### src/rtl/fir_meter_pkg.sv
// Shared definitions for the FIR response meter: FSM state encoding and
// counter sizing helper.
package fir_meter_pkg;

    typedef enum logic [1:0] {
        SETTLE  = 2'd0,
        MEASURE = 2'd1,
        REPORT  = 2'd2
    } meter_state_e;

    function automatic int cnt_width(input int n);
        int w;
        w = $clog2(n);
        return (w < 1) ? 1 : w;
    endfunction

endpackage

### src/rtl/minmax_tracker.sv
// Running signed maximum/minimum of a sample stream with clear, load
// (first sample of a window) and update controls.
module minmax_tracker #(
    parameter int DATA_WIDTH = 16
) (
    input  logic                  clk,
    input  logic                  rst_n,
    input  logic                  clear,
    input  logic                  load,
    input  logic                  update,
    input  logic [DATA_WIDTH-1:0] sample,
    output logic [DATA_WIDTH-1:0] cur_max,
    output logic [DATA_WIDTH-1:0] cur_min
);

    // Tracker registers: clear has priority over load, load over update.
    always_ff @(posedge clk) begin
        if (!rst_n) begin
            cur_max <= '0;
            cur_min <= '0;
        end else if (clear) begin
            cur_max <= '0;
            cur_min <= '0;
        end else if (load) begin
            cur_max <= sample;
            cur_min <= sample;
        end else if (update) begin
            if ($signed(sample) > $signed(cur_max)) begin
                cur_max <= sample;
            end else begin
                cur_max <= cur_max;
            end
            if ($signed(sample) < $signed(cur_min)) begin
                cur_min <= sample;
            end else begin
                cur_min <= cur_min;
            end
        end else begin
            cur_max <= cur_max;
            cur_min <= cur_min;
        end
    end

endmodule

### src/rtl/fir_response_meter.sv
// Peak-to-peak meter for a filtered sine: discards settle samples, then
// reports max/min/pk2pk of each fixed window through a valid/ready handshake.
module fir_response_meter
    import fir_meter_pkg::*;
#(
    parameter int DATA_WIDTH     = 16,
    parameter int SETTLE_SAMPLES = 64,
    parameter int WINDOW_SAMPLES = 256
) (
    input  logic                  i_clk,
    input  logic                  i_rst_n,
    input  logic [DATA_WIDTH-1:0] i_data,
    input  logic                  i_sample_en,
    input  logic                  i_restart,
    output logic [DATA_WIDTH-1:0] o_max,
    output logic [DATA_WIDTH-1:0] o_min,
    output logic [DATA_WIDTH:0]   o_pk2pk,
    output logic                  o_valid,
    input  logic                  i_ready
);

    localparam int CNT_MAX = (SETTLE_SAMPLES > WINDOW_SAMPLES) ? SETTLE_SAMPLES : WINDOW_SAMPLES;
    localparam int CW      = cnt_width(CNT_MAX);
    localparam logic [CW-1:0] SETTLE_LAST = CW'((SETTLE_SAMPLES > 0) ? SETTLE_SAMPLES - 1 : 0);
    localparam logic [CW-1:0] WINDOW_LAST = CW'(WINDOW_SAMPLES - 1);
    localparam logic [CW-1:0] CNT_ONE     = CW'(1);
    // With no settle period the meter starts straight in MEASURE.
    localparam meter_state_e ENTRY_STATE  = (SETTLE_SAMPLES > 0) ? SETTLE : MEASURE;

    meter_state_e          state_r, state_s;
    logic [CW-1:0]         cnt_r, cnt_s;
    logic                  valid_s;
    logic                  accept_s, clear_s, load_s, update_s, result_s;
    logic [DATA_WIDTH-1:0] cur_max_s, cur_min_s, win_max_s, win_min_s;
    logic [DATA_WIDTH:0]   pk2pk_s;

    minmax_tracker #(.DATA_WIDTH(DATA_WIDTH)) u_tracker (
        .clk     (i_clk),
        .rst_n   (i_rst_n),
        .clear   (clear_s),
        .load    (load_s),
        .update  (update_s),
        .sample  (i_data),
        .cur_max (cur_max_s),
        .cur_min (cur_min_s)
    );

    // Next-state, counter and tracker control decode.
    always_comb begin
        state_s  = state_r;
        cnt_s    = cnt_r;
        valid_s  = o_valid;
        clear_s  = 1'b0;
        load_s   = 1'b0;
        update_s = 1'b0;
        result_s = 1'b0;
        accept_s = i_sample_en && ((state_r == SETTLE) || (state_r == MEASURE));
        if (i_restart) begin
            state_s = ENTRY_STATE;
            cnt_s   = '0;
            clear_s = 1'b1;
            valid_s = 1'b0;
        end else begin
            case (state_r)
                SETTLE: begin
                    if (accept_s) begin
                        if (cnt_r == SETTLE_LAST) begin
                            cnt_s   = '0;
                            clear_s = 1'b1;
                            state_s = MEASURE;
                        end else begin
                            cnt_s = cnt_r + CNT_ONE;
                        end
                    end else begin
                        cnt_s = cnt_r;
                    end
                end
                MEASURE: begin
                    if (accept_s) begin
                        load_s   = (cnt_r == '0);
                        update_s = (cnt_r != '0);
                        if (cnt_r == WINDOW_LAST) begin
                            cnt_s    = '0;
                            result_s = 1'b1;
                            valid_s  = 1'b1;
                            state_s  = REPORT;
                        end else begin
                            cnt_s = cnt_r + CNT_ONE;
                        end
                    end else begin
                        cnt_s = cnt_r;
                    end
                end
                REPORT: begin
                    if (o_valid && i_ready) begin
                        valid_s = 1'b0;
                        clear_s = 1'b1;
                        state_s = MEASURE;
                    end else begin
                        valid_s = o_valid;
                    end
                end
                default: begin
                    state_s = ENTRY_STATE;
                    cnt_s   = '0;
                    clear_s = 1'b1;
                    valid_s = 1'b0;
                end
            endcase
        end
    end

    // The final window sample is folded in here, since the tracker only sees it next edge.
    always_comb begin
        if (load_s) begin
            win_max_s = i_data;
            win_min_s = i_data;
        end else begin
            if ($signed(i_data) > $signed(cur_max_s)) begin
                win_max_s = i_data;
            end else begin
                win_max_s = cur_max_s;
            end
            if ($signed(i_data) < $signed(cur_min_s)) begin
                win_min_s = i_data;
            end else begin
                win_min_s = cur_min_s;
            end
        end
        pk2pk_s = {win_max_s[DATA_WIDTH-1], win_max_s} - {win_min_s[DATA_WIDTH-1], win_min_s};
    end

    // FSM, counter and result registers.
    always_ff @(posedge i_clk) begin
        if (!i_rst_n) begin
            state_r <= ENTRY_STATE;
            cnt_r   <= '0;
            o_valid <= 1'b0;
            o_max   <= '0;
            o_min   <= '0;
            o_pk2pk <= '0;
        end else begin
            state_r <= state_s;
            cnt_r   <= cnt_s;
            o_valid <= valid_s;
            if (result_s) begin
                o_max   <= win_max_s;
                o_min   <= win_min_s;
                o_pk2pk <= pk2pk_s;
            end else begin
                o_max   <= o_max;
                o_min   <= o_min;
                o_pk2pk <= o_pk2pk;
            end
        end
    end

endmodule

### config.mk
export PLATFORM = sky130hd
export DESIGN_NAME = fir_response_meter
export DESIGN_NICKNAME = d
export VERILOG_FILES = /design/src/rtl/fir_meter_pkg.sv /design/src/rtl/minmax_tracker.sv /design/src/rtl/fir_response_meter.sv
export SDC_FILE = /design/constraint.sdc
export NUM_CORES = 1
export LEC_CHECK = 0
export CORE_MARGIN = 4
export CORE_UTILIZATION = 51
export DETAILED_ROUTE_END_ITERATION = 12
export PLACE_DENSITY = 0.77
export SLEW_MARGIN = 20
export SYNTH_ARGS = -nofsm -noshare
export SYNTH_HDL_FRONTEND = slang
export SYNTH_SLANG_ARGS = --single-unit
### constraint.sdc
create_clock -name i_clk -period 6 [get_ports i_clk]
set_input_delay 1.5 -clock i_clk [delete_from_list [all_inputs] [get_ports i_clk]]
set_output_delay 1.5 -clock i_clk [all_outputs]
set_load 0.03 [all_outputs]
==> metrics.md <==
| Metric | Value |
|---|---|
| Initial core utilization | `52.84%` |
| Synth Register Bits | `92` |
| Vias per cell | `slightly below 6` |
| WL/cell | `between 15 and 20 microns` |
| Status | `completed` |
| Worst skew pair latency | `370 ps` |
| Total of max-cap violations | `0` |
| HP Class | `register to register` |
| Internal power | `940.6 uW` |
| # nets final | `871` |
| Routed Antenna Nets | `0` |
| Root Buffer | `clkbuf_8` |
| Post-CTS Hold Fix Bufs | `0` |
| DRT Wirelength | `16,660 microns` |
| Netlist cell types | `62` |
| Worst-path maximum fanout | `5` |
| DRT iter0 DRCs | `between 400 and 500` |
| Portion of netlist area occupied by mux cells | `1.932%` |
| Netlist Area Pre-Place | `about 5500 sq um` |
| Critical Path RT | `6250 ps` |
| Gate power share | `23.5%` |
| CP endpoint kind | `register` |
| PD cells | `184.8 nW/um^2` |
| Area Growth Syn to Fin | `31.58%` |
| Switching Fraction | `29.73%` |
| Remaining DRCs | `0` |
| Tot GR Track Use | `25.62%` |
| Total net switching power | `397.9 uW` |
| Adder-Cell Fraction of Synth Area | `11.18%` |
| Share of layout cells above drive strength 1 | `17.72%` |
| Syn Area/Cell | `8.118 sq um` |
| Crit path kind | `input port to register` |
| Clock Pin Slew Worst Setup and Hold Paths | `~90 ps` |
| Area leader, netlist | `dfxtp_1` |
| EDFF count, synth | `0` |
| Slew HR | `roughly 39%` |
| Vias post-DR | `5,437` |
| # setup viols final | `0` |
| Fillcell total | `841` |
| Cells after Synth | `between 600 and 700` |
| Num CTS Buffers | `9` |
| Commonest non-fill, non-tap cell in the layout | `dfxtp_1` |
| Clock Skews | `12.97 ps` |
| FP Rows | `37` |
| Synth Flop Type | `dfxtp_1` |
| H-tree Lvls | `3` |
| Area of the die | `12,520 sq um` |
| Maximum clock rate | `167.5 MHz` |
| Post-synth top area share | `roughly 33%` |
| Vias in the first global route | `5,238` |
| PnR Total Power | `1338 uW` |
| Gr ovfl total | `0` |
| Clk network pwr share | `30.8%` |
| Gp weighted congestion | `0.9502` |
| Seq/Total Area, Yosys | `33.46%` |
| Die Ht | `111.9 microns` |
| Critical path arrival | `6220 ps` |
| Reg power frac | `approximately 46%` |
| Syn_nets | `746` |
| Largest cells by area after synthesis | `dfxtp_1, ha_1, o211a_1` |
| Nature of the critical path startpoint | `input port` |
| Peak VDD IR | `0.1025 mV` |
| CTS Sinks | `92` |
| Core Area | `approximately 10,000 sq um` |
| Period utilisation layout | `~100%` |
| Leak | `0.003276 uW` |
| Worst slew pin tran | `918.9 ps` |
| DP HPWL | `12,140 microns` |
| Boundary Pins | `71` |
| Largest family of logic cells by synthesized area | `compound AO/OA/AOI/OAI gates` |
| Initial antenna violation count | `0` |
| Synth Area in Compound Gates | `between 20 and 30%` |
| Most frequent cells in the layout | `dfxtp_1, nor2_1, buf_4, nand2_1, clkdlybuf4s50_1` |
| Fin crit period | `5970 ps` |
| Port bufs | `70` |
| Largest net degree at the start of global routing | `62` |
| Die width | `111.9 microns` |
| YS warnings | `0` |
| Max-slew violation count | `0` |
| Post-synthesis simple-gate area fraction | `19.55%` |
| Drt first pass iters | `5` |
| Clock buffer depth | `2` |
| Endpoints failing hold | `0` |
| ANT cells | `0` |
| CTS tree | `yes` |
| First-pass GRT wire length | `26,230 microns` |
| XOR/XNOR share of the synthesized area | `between 1.5 and 2%` |
| Fin Hold WS | `470.0 ps` |
| Async S/R FF share, synth | `0%` |
-- per-layer routing --
metal / wire length [microns] / GRT usage, % / vias to the layer above
met4: 480 / 8.597 / 0
met2: 7662 / 41.85 / 232
li1: - / - / 2650
met1: 7342 / 34.47 / 2506
met5: 0 / 0 / -
met3: 1176 / 4.130 / 49
-- through the flow --
| step | cell area (sq um) | utilization [%] | setup TNS [ps] | cells | worst slack, ps |
|---|---|---|---|---|---|
| floorplan | 5513 | - | 0 | 678 | 10.11 |
| global placement | 6813 | 65.41 | -2055 | 923 | -312.6 |
| detailed placement | 6813 | 65.41 | -3678 | 923 | -566.3 |
| CTS | 7048 | 67.66 | 0 | 939 | 8.619 |
| global route | 7242 | 69.53 | -595.8 | 943 | -126.2 |
| finish | 7242 | 69.53 | 0 | 943 | 29.86 |
-- cells by family (layout without fill, tap and decap cells) --
kind of cell             after synthesis  count (layout)
AND/OR/NAND/NOR                      230             230
buffers and inverters                 95             224
XOR/XNOR                              12              12
multiplexers                           8               8
adder cells (fa/ha/maj)               49              49
AO/OA/AOI/OAI                        192             192
flip-flops                            92              92
-- critical path, stage by stage --
cell and delay [ps]:
clkdlybuf4s50_1 450, buf_4 170, ha_1 330, a21oi_1 220
o221ai_2 170, a21o_1 220, a211o_4 380, mux2i_4 220
inv_2 70, ha_4 170, fa_2 400, nor2b_1 170
o21ai_1 80, nand2b_1 100, a21o_1 170, a21oi_4 90
maj3_2 350, o2111ai_4 90, nand4_1 180, a311oi_2 360
mux2i_1 240, o21ai_1 80
-- power by group through the flow --
| stage | sequential (uW) | combinational [uW] | clock [uW] |
|---|---|---|---|
| after global routing | 611 | 337 | 442 |
| after detailed placement | 625 | 279 | 0 |
| after global placement | 625 | 271 | 0 |
| final | 611 | 315 | 413 |
| after floorplan | 625 | 166 | 0 |
| after CTS | 611 | 287 | 415 |
-- worst paths after layout --
kind / startpoint / to / slack, ps / depth (start not counted)
worst max register to register: u_tracker.cur_min[2]$_SDFFE_PP0P_ / o_pk2pk[14]$_SDFFE_PN0P_ / 1010 / 22
worst min-delay path: o_pk2pk[7]$_SDFFE_PN0P_ / o_pk2pk[7]$_SDFFE_PN0P_ / 470 / 2
worst min register to register: o_pk2pk[7]$_SDFFE_PN0P_ / o_pk2pk[7]$_SDFFE_PN0P_ / 470 / 2
worst max-delay path: i_data[5] / o_pk2pk[14]$_SDFFE_PN0P_ / 30 / 22
-- Yosys cell counts, types with 4 or more instances --
cell / count
nor3b_1: 7
nor2b_1: 7
o211a_1: 37
a21oi_1: 54
clkbuf_1: 33
xor2_1: 5
mux2i_1: 5
a21o_1: 5
a31oi_1: 5
and2_1: 6
nand4_1: 8
inv_1: 54
xnor2_1: 7
and3_1: 6
nand2_1: 67
o21ai_1: 7
o21ai_0: 20
ha_1: 46
a211o_1: 4
nor2_1: 90
nand3_1: 7
a21boi_0: 4
nor3_1: 13
nand2b_1: 6
a211oi_1: 32
dfxtp_1: 92
-- repair_timing --
| item | CTS | global route |
|---|---|---|
| pin swaps | 6 | 27 |
| endpoints found under the setup margin | 6 | 8 |
| gates resized for setup | 7 | 40 |
| setup buffers | 1 | 4 |
-- state kept, by name, summed over array words and instances, names as in the netlist --
| name | cells |
|---|---|
| o_pk2pk | 17 |
| o_valid | 1 |
| state_r | 2 |
| o_min | 16 |
| o_max | 16 |
| u_tracker.cur_max | 16 |
| u_tracker.cur_min | 16 |
| cnt_r | 8 |
-- layout make-up --
class | instances | area, sq um | area share, %
clock inverter | 2 | 17.52 | 0.2419
tap | 136 | 170.2 | 2.350
timing repair buffer | 154 | 1353 | 18.68
inverter | 55 | 206.4 | 2.851
multi-input combinational | 491 | 3485 | 48.12
sequential | 92 | 1842 | 25.43
clock buffer | 13 | 168.9 | 2.332
(Power assumes the default switching activity.)
